--- config.mk ---
export PLATFORM = sky130hd
export DESIGN_NAME = sample_streamer_flat
export DESIGN_NICKNAME = d
export VERILOG_FILES = /design/src/rtl/sample_streamer_if.sv /design/src/rtl/sample_streamer.sv /design/src/flat_wrapper.sv
export SDC_FILE = /design/constraint.sdc
export NUM_CORES = 1
export LEC_CHECK = 0
export CAP_MARGIN = 20
export CORE_ASPECT_RATIO = 1.5
export CORE_MARGIN = 4
export CORE_UTILIZATION = 55
export DETAILED_ROUTE_END_ITERATION = 10
export DONT_BUFFER_PORTS = 1
export PLACE_DENSITY = 0.76
export SETUP_SLACK_MARGIN = 0.05
export SYNTH_ARGS = -nofsm -noshare
export SYNTH_HDL_FRONTEND = slang
export SYNTH_SLANG_ARGS = --single-unit
export TNS_END_PERCENT = 5
--- constraint.sdc ---
create_clock -name clk -period 6.71 [get_ports clk]
set_input_delay 0.3355 -clock clk [delete_from_list [all_inputs] [get_ports clk]]
set_output_delay 0.3355 -clock clk [all_outputs]
set_load 0.05 [all_outputs]
--- src/rtl/sample_streamer_if.sv ---
// sample_streamer_if: host-side write/start bus and filter-side stream outputs.
// sent_cnt exists only when STREAMER_SAMPLE_CNT_EN is defined.
interface sample_streamer_if;
  logic        wr_en;
  logic [31:0] wr_data;
  logic        start;
  logic [7:0]  interval;
  logic [31:0] data_out;
  logic        e_out;
  logic        full;
  logic        empty;
  logic        busy;
  logic        done;
  logic        overflow;
`ifdef STREAMER_SAMPLE_CNT_EN
  logic [15:0] sent_cnt;

  modport master (
    output wr_en, wr_data, start, interval,
    input  data_out, e_out, full, empty,
    input  busy, done, overflow, sent_cnt
  );

  modport slave (
    input  wr_en, wr_data, start, interval,
    output data_out, e_out, full, empty,
    output busy, done, overflow, sent_cnt
  );
`else
  modport master (
    output wr_en, wr_data, start, interval,
    input  data_out, e_out, full, empty,
    input  busy, done, overflow
  );

  modport slave (
    input  wr_en, wr_data, start, interval,
    output data_out, e_out, full, empty,
    output busy, done, overflow
  );
`endif
endinterface

--- src/rtl/sample_streamer.sv ---
// sample_streamer: 16x32 FIFO feeding a filter one word every interval+1 cycles.
// Optional sent_cnt pulse counter under macro STREAMER_SAMPLE_CNT_EN.
module sample_streamer (
  input logic clk,
  input logic nRST,
  sample_streamer_if.slave bus
);

  typedef enum logic [1:0] {
    IDLE,
    RUN,
    DRAIN
  } state_t;

  state_t      state;
  state_t      state_nx;
  logic [31:0] mem [16];
  logic [3:0]  wptr;
  logic [3:0]  rptr;
  logic [4:0]  count;
  logic [7:0]  ival;
  logic [7:0]  gap;
  logic [31:0] data_q;
  logic        e_q;
  logic        ovf_q;
  logic        full;
  logic        empty;
  logic        push;
  logic        pop;
  logic        launch;

  assign full  = (count == 5'd16);
  assign empty = (count == 5'd0);
  assign push  = bus.wr_en && !full;

  // State register
  always_ff @(posedge clk or negedge nRST) begin
    if (!nRST) state <= IDLE;
    else       state <= state_nx;
  end

  // Next-state decode; emptiness is judged on the registered occupancy
  always_comb begin
    state_nx = state;
    launch   = 1'b0;
    pop      = 1'b0;
    unique case (state)
      IDLE: begin
        if (bus.start && !empty) begin
          state_nx = RUN;
          launch   = 1'b1;
        end
      end
      RUN: begin
        if (gap == 8'd0) begin
          if (!empty) pop = 1'b1;
          else        state_nx = DRAIN;
        end
      end
      DRAIN: state_nx = IDLE;
      default: state_nx = IDLE;
    endcase
  end

  // Sample storage; contents are don't-care once pointers reset
  always_ff @(posedge clk) begin
    if (push) mem[wptr] <= bus.wr_data;
  end

  // FIFO pointers and occupancy
  always_ff @(posedge clk or negedge nRST) begin
    if (!nRST) begin
      wptr  <= 4'd0;
      rptr  <= 4'd0;
      count <= 5'd0;
    end else begin
      if (push) wptr <= wptr + 4'd1;
      if (pop)  rptr <= rptr + 4'd1;
      if (push && !pop)      count <= count + 5'd1;
      else if (!push && pop) count <= count - 5'd1;
    end
  end

  // Interval latch and inter-sample gap counter
  always_ff @(posedge clk or negedge nRST) begin
    if (!nRST) begin
      ival <= 8'd0;
      gap  <= 8'd0;
    end else if (launch) begin
      ival <= bus.interval;
      gap  <= 8'd0;
    end else if (state == RUN) begin
      if (gap != 8'd0) gap <= gap - 8'd1;
      else if (pop)    gap <= ival;
    end
  end

  // Output sample register and its one-cycle strobe
  always_ff @(posedge clk or negedge nRST) begin
    if (!nRST) begin
      data_q <= 32'd0;
      e_q    <= 1'b0;
    end else begin
      e_q <= pop;
      if (pop) data_q <= mem[rptr];
    end
  end

  // Sticky overflow: any write attempt while full, even alongside a pop
  always_ff @(posedge clk or negedge nRST) begin
    if (!nRST)                  ovf_q <= 1'b0;
    else if (bus.wr_en && full) ovf_q <= 1'b1;
  end

`ifdef STREAMER_SAMPLE_CNT_EN
  logic [15:0] cnt_q;

  // Pulses sent in the current stream; restarts on each launch
  always_ff @(posedge clk or negedge nRST) begin
    if (!nRST)       cnt_q <= 16'd0;
    else if (launch) cnt_q <= 16'd0;
    else if (pop)    cnt_q <= cnt_q + 16'd1;
  end

  assign bus.sent_cnt = cnt_q;
`endif

  assign bus.data_out = data_q;
  assign bus.e_out    = e_q;
  assign bus.full     = full;
  assign bus.empty    = empty;
  assign bus.busy     = (state == RUN);
  assign bus.done     = (state == DRAIN);
  assign bus.overflow = ovf_q;

endmodule

--- src/flat_wrapper.sv ---
// flat-port wrapper written by rule: the top's interface ports become plain ports
module sample_streamer_flat 
  (clk, nRST, bus_wr_en, bus_wr_data, bus_start, bus_interval, bus_data_out, bus_e_out, bus_full, bus_empty, bus_busy, bus_done, bus_overflow);
  sample_streamer_if bus_i ();
  input logic clk;
  input logic nRST;
  input wire logic [$bits(bus_i.wr_en)-1:0] bus_wr_en;
  input wire logic [$bits(bus_i.wr_data)-1:0] bus_wr_data;
  input wire logic [$bits(bus_i.start)-1:0] bus_start;
  input wire logic [$bits(bus_i.interval)-1:0] bus_interval;
  output wire logic [$bits(bus_i.data_out)-1:0] bus_data_out;
  output wire logic [$bits(bus_i.e_out)-1:0] bus_e_out;
  output wire logic [$bits(bus_i.full)-1:0] bus_full;
  output wire logic [$bits(bus_i.empty)-1:0] bus_empty;
  output wire logic [$bits(bus_i.busy)-1:0] bus_busy;
  output wire logic [$bits(bus_i.done)-1:0] bus_done;
  output wire logic [$bits(bus_i.overflow)-1:0] bus_overflow;
  assign bus_i.wr_en = bus_wr_en;
  assign bus_i.wr_data = bus_wr_data;
  assign bus_i.start = bus_start;
  assign bus_i.interval = bus_interval;
  assign bus_data_out = bus_i.data_out;
  assign bus_e_out = bus_i.e_out;
  assign bus_full = bus_i.full;
  assign bus_empty = bus_i.empty;
  assign bus_busy = bus_i.busy;
  assign bus_done = bus_i.done;
  assign bus_overflow = bus_i.overflow;
  sample_streamer u_core (.clk(clk), .nRST(nRST), .bus(bus_i));
endmodule
==> impl_summary.md <==
Detailed routing
The detailed router placed 10400 vias in this run. The sum of routed wire length over all layers is 45100 µm. Once detail routing completed, the nets flagged for antenna violations numbered 0. For this block, the initial DRC count from the detailed router was 985. The routed wire length on met3 is 2740 µm.

Dividing the detail-routed via count by the number of cells gives 6.19. The number of DRC violations after detailed routing is 0. In the final routing, the length of wire on met1 measures about 17000 µm. The detailed route wirelength on metal2 is around 24000 µm.

The final routed wire length divided by cell count is around 27 µm. In this run the top signal layer used is met5. The length of the first detailed-routing pass in iterations is 5.

Job
The tool flagged a number of max-cap violations equal to 0.

Placement
At the end of routability-driven placement, the weighted congestion stood at ~0.8. Buffers placed on the I/O ports in this run total 0. Detailed placement finished with a half-perimeter wire length of 24300 µm.

Yosys
The synthesized design contains a little under 600 register bits. The proportion of synthesized flip-flops having asynchronous set or reset is between 10% and 20%. The net count of the mapped netlist is 1113.

The most used flip-flop cell after synthesis is sky130_fd_sc_hd__edfxtp_1. Yosys printed 0 warnings. The share of synthesized area in the top cell type comes to between 60% and 70%. The largest total area in the synthesized netlist belongs to sky130_fd_sc_hd__edfxtp_1. By area the synthesized netlist is led by sky130_fd_sc_hd__edfxtp_1, sky130_fd_sc_hd__mux4_2, sky130_fd_sc_hd__dfrtp_1, sky130_fd_sc_hd__mux2i_1, sky130_fd_sc_hd__mux2_2. Synthesis instantiated 47 different standard cells from the library. The fraction of the yosys area taken by sequential cells is approximately three quarters. Synthesis produced a netlist whose cell count is between 1000 and 1500. A synthesized cell averages 21.2 µm². The cell area after technology mapping is ~22000 µm². The synthesized design contains ~500 enable-type register cells.

GRT
The wire length of the first global-routing pass is around 69000 µm. After global routing the overflow that remains totals 0. The overall routing resource usage is between 20% and 30%. The via count of the first global-routing pass is about 11000. Entering global routing, the biggest net connects between 70 and 80 pins.

The number of antenna violations at the first check in global routing was 1.

Timing
Measured against its own limit, the worst slew margin works out to between 20% and 30%. The highest clock frequency the design can meet is between 200 and 300 MHz. The final total negative setup slack is 0 ns. Setup violations remaining at the end of the flow were counted as 0.

Setup repair after global routing left no endpoint under its margin. The time the final worst path needs with I/O delays and setup is between 3 and 4 ns. The clock tree skew after final layout is 0.0279 ns.

The slew of the pin with the lowest slew margin is 1.12 ns. The number of failing hold endpoints at the final stage is 0. The final hold slack is a little under 0.2 ns.

The max-slew violation count came to 0. The final clock period utilization by the worst path is 54.7%.

Floorplanning
For this configuration, the core starts out at a cell density of 55.7%. The full die area is between 40000 and 50000 µm². The number of placed I/O pins is just over 80. The die width is around 170 µm. The floorplan has 90 rows. In this run the standard cell core region covers 40200 µm². The die is ~260 µm tall.

Hold path
The worst hold path belongs to the class primary input to flip-flop.

Critical path
Data on the critical path arrives at its endpoint at between 4 and 5 ns. The worst setup path is captured at a flip-flop. The type of element launching the critical path is a flip-flop. The endpoint required time on the critical path is between 7 and 8 ns. The critical path is of the flip-flop to flip-flop type. The setup slack on the worst flop-to-flop path is 3.04 ns.

The maximum fanout count along the critical path is 70.

Clock tree
Clock-pin slew was measured on the worst setup and hold paths at approximately 0.070 ns. The tree built by TritonCTS fans out to approximately 580 sinks. The post-cts sizing count is 0. The number of H-tree branching levels is 2. TritonCTS built the clock tree.

The buffer depth of the longest clock path is 3. The TritonCTS buffer count is just over 50. The post-CTS setup buffer count is 0. In this run the clock root is driven by a sky130_fd_sc_hd__clkbuf_16. The number of hold buffers added after CTS was 43. The clock latency of the later-clocked register in the worst-skew pair is between 0.5 and 0.6 ns.

Finish
The number of fill cells in the layout is between 2000 and 3000. The combined flip-flop and latch cell area is around 17000 µm². The multi-input combinational cells in the finished layout cover a total of roughly 5200 µm². The final layout contains around 1200 nets. Cells with a size suffix above 1 make up between 20% and 30% of the layout.

The area added between synthesis and finish is 12.9%. The total inserted antenna cells is 0.

Power and ir drop
Net switching is 23.3% of the power. The design draws 8.03 mW. Power spread over the standard cell area amounts to around 320 nW/µm².

The leakage component of the power is around 8 nW. In this run, flip-flops and latches consume 54.7% of the power. Of the total power, combinational logic draws about 8.6%. Internal power comes to between 6 and 7 mW. IR analysis of the VDD net gives a maximum drop of around 0.00025 V.

The proportion of power drawn by the clock network is 36.8%. Summed over all nets, the switching power comes to around 1.9 mW.

Status
The run finished with clean final reports.
## worst max-delay path: stages (launching register included)
cell	delay (ns)
sky130_fd_sc_hd__dfrtp_1	0.43
sky130_fd_sc_hd__inv_1	0.08
sky130_fd_sc_hd__ha_1	0.23
sky130_fd_sc_hd__nor4b_2	0.68
sky130_fd_sc_hd__o2111ai_4	0.20
sky130_fd_sc_hd__buf_4	0.42
sky130_fd_sc_hd__ha_1	0.33
sky130_fd_sc_hd__inv_1	0.15
sky130_fd_sc_hd__ha_1	0.29
sky130_fd_sc_hd__a21o_1	0.19
sky130_fd_sc_hd__a21oi_1	0.21
sky130_fd_sc_hd__mux2i_1	0.24
sky130_fd_sc_hd__xnor2_1	0.13
## layout make-up
cell class / instances / share of cell area [%]
Multi-Input combinational cell: 414 / 20.7
Tap cell: 506 / 2.50
Clock buffer: 69 / 5.52
Clock inverter: 27 / 1.24
Sequential cell: 577 / 67.3
Inverter: 13 / 0.193
Timing Repair Buffer: 68 / 2.56
## state kept, by name, summed over array words and instances (netlist names)
register             flops
u_core.rptr              4
u_core.wptr              4
u_core.ival              8
u_core.count             5
u_core.bus.data_out     32
u_core.gap               8
u_core.mem             512
u_core.bus.e_out         1
u_core.bus.overflow      1
u_core.state             2
## per-layer routing
layer | global-route usage (%) | vias up
li1 | - | 4463
met1 | 26.8 | 5474
met2 | 37.3 | 355
met3 | 3.77 | 74
met4 | 5.29 | 2
met5 | 0 | -
## power by group through the flow
stage          Clock, mW  Combinational (mW)  Sequential [mW]
2_1_floorplan          0               0.397             4.42
3_3_place_gp           0               0.607             4.44
3_5_place_dp           0               0.626             4.46
4_1_cts             3.00               0.702             4.39
5_1_grt             3.17               0.744             4.41
6_report            2.95               0.689             4.39
## cells in the mapped netlist (all sizes together), types with 3 or more instances
library cell	n
o21ai	36
a21o	3
mux2i	66
mux2	42
a21boi	3
nand2b	3
clkbuf	19
xnor2	7
o2bb2ai	6
dfrtp	65
a21oi	9
mux4	128
buf	35
nand2	42
edfxtp	512
ha	10
nor3	7
inv	13
xor2	3
nor2	22
## layout by cell type, fill, tap and decap left out, types with 12 or more instances in the layout
cell type	synthesis	layout
sky130_fd_sc_hd__clkbuf_16	0	52
sky130_fd_sc_hd__dfrtp_1	65	61
sky130_fd_sc_hd__inv_1	13	13
sky130_fd_sc_hd__edfxtp_1	512	512
sky130_fd_sc_hd__clkbuf_1	18	14
sky130_fd_sc_hd__mux4_2	128	128
sky130_fd_sc_hd__nor2_4	0	12
sky130_fd_sc_hd__nand2_1	42	42
sky130_fd_sc_hd__mux2i_1	66	66
sky130_fd_sc_hd__mux2_2	42	42
sky130_fd_sc_hd__o21ai_0	36	36
sky130_fd_sc_hd__buf_4	0	24
sky130_fd_sc_hd__dlygate4sd3_1	0	42
## worst paths after layout
path / startpoint / end / cells past startpoint
worst max-delay path: u_core.gap[0] / u_core.count[4] / 12
min in group asynchronous: nRST / u_core.bus.data_out[15] / 2
max in group asynchronous: nRST / u_core.rptr[0] / 2
worst min-delay path: bus_wr_en / u_core.wptr[0] / 2
worst max register to register: u_core.gap[0] / u_core.count[4] / 12
worst min register to register: u_core.ival[4] / u_core.ival[4] / 1
## logic make-up (layout without fill, tap and decap cells)
logic type | Yosys count | in the layout | share of synthesized area (%)
DFF | 577 | 577 | 76.0
muxes | 236 | 236 | 17.9
and+or+nand+nor | 88 | 88 | 1.80
AOI/OAI and AO/OA | 69 | 69 | 1.98
buffers and inverters | 67 | 177 | 1.26
adders and majority gates | 11 | 11 | 0.649
xor gates and xnor gates | 10 | 10 | 0.391
## per-stage QoR
step / std cells / instance area, µm² / worst slack (ns) / util (%)
2_1_floorplan: 1058 / 22400 / 2.85 / -
3_3_place_gp: 1535 / 23100 / 3.14 / 57.5
3_5_place_dp: 1535 / 23100 / 3.06 / 57.5
4_1_cts: 1674 / 25300 / 3.03 / 62.9
5_1_grt: 1674 / 25300 / 2.74 / 62.9
6_report: 1674 / 25300 / 3.04 / 62.9
(Power assumes the default switching activity.)
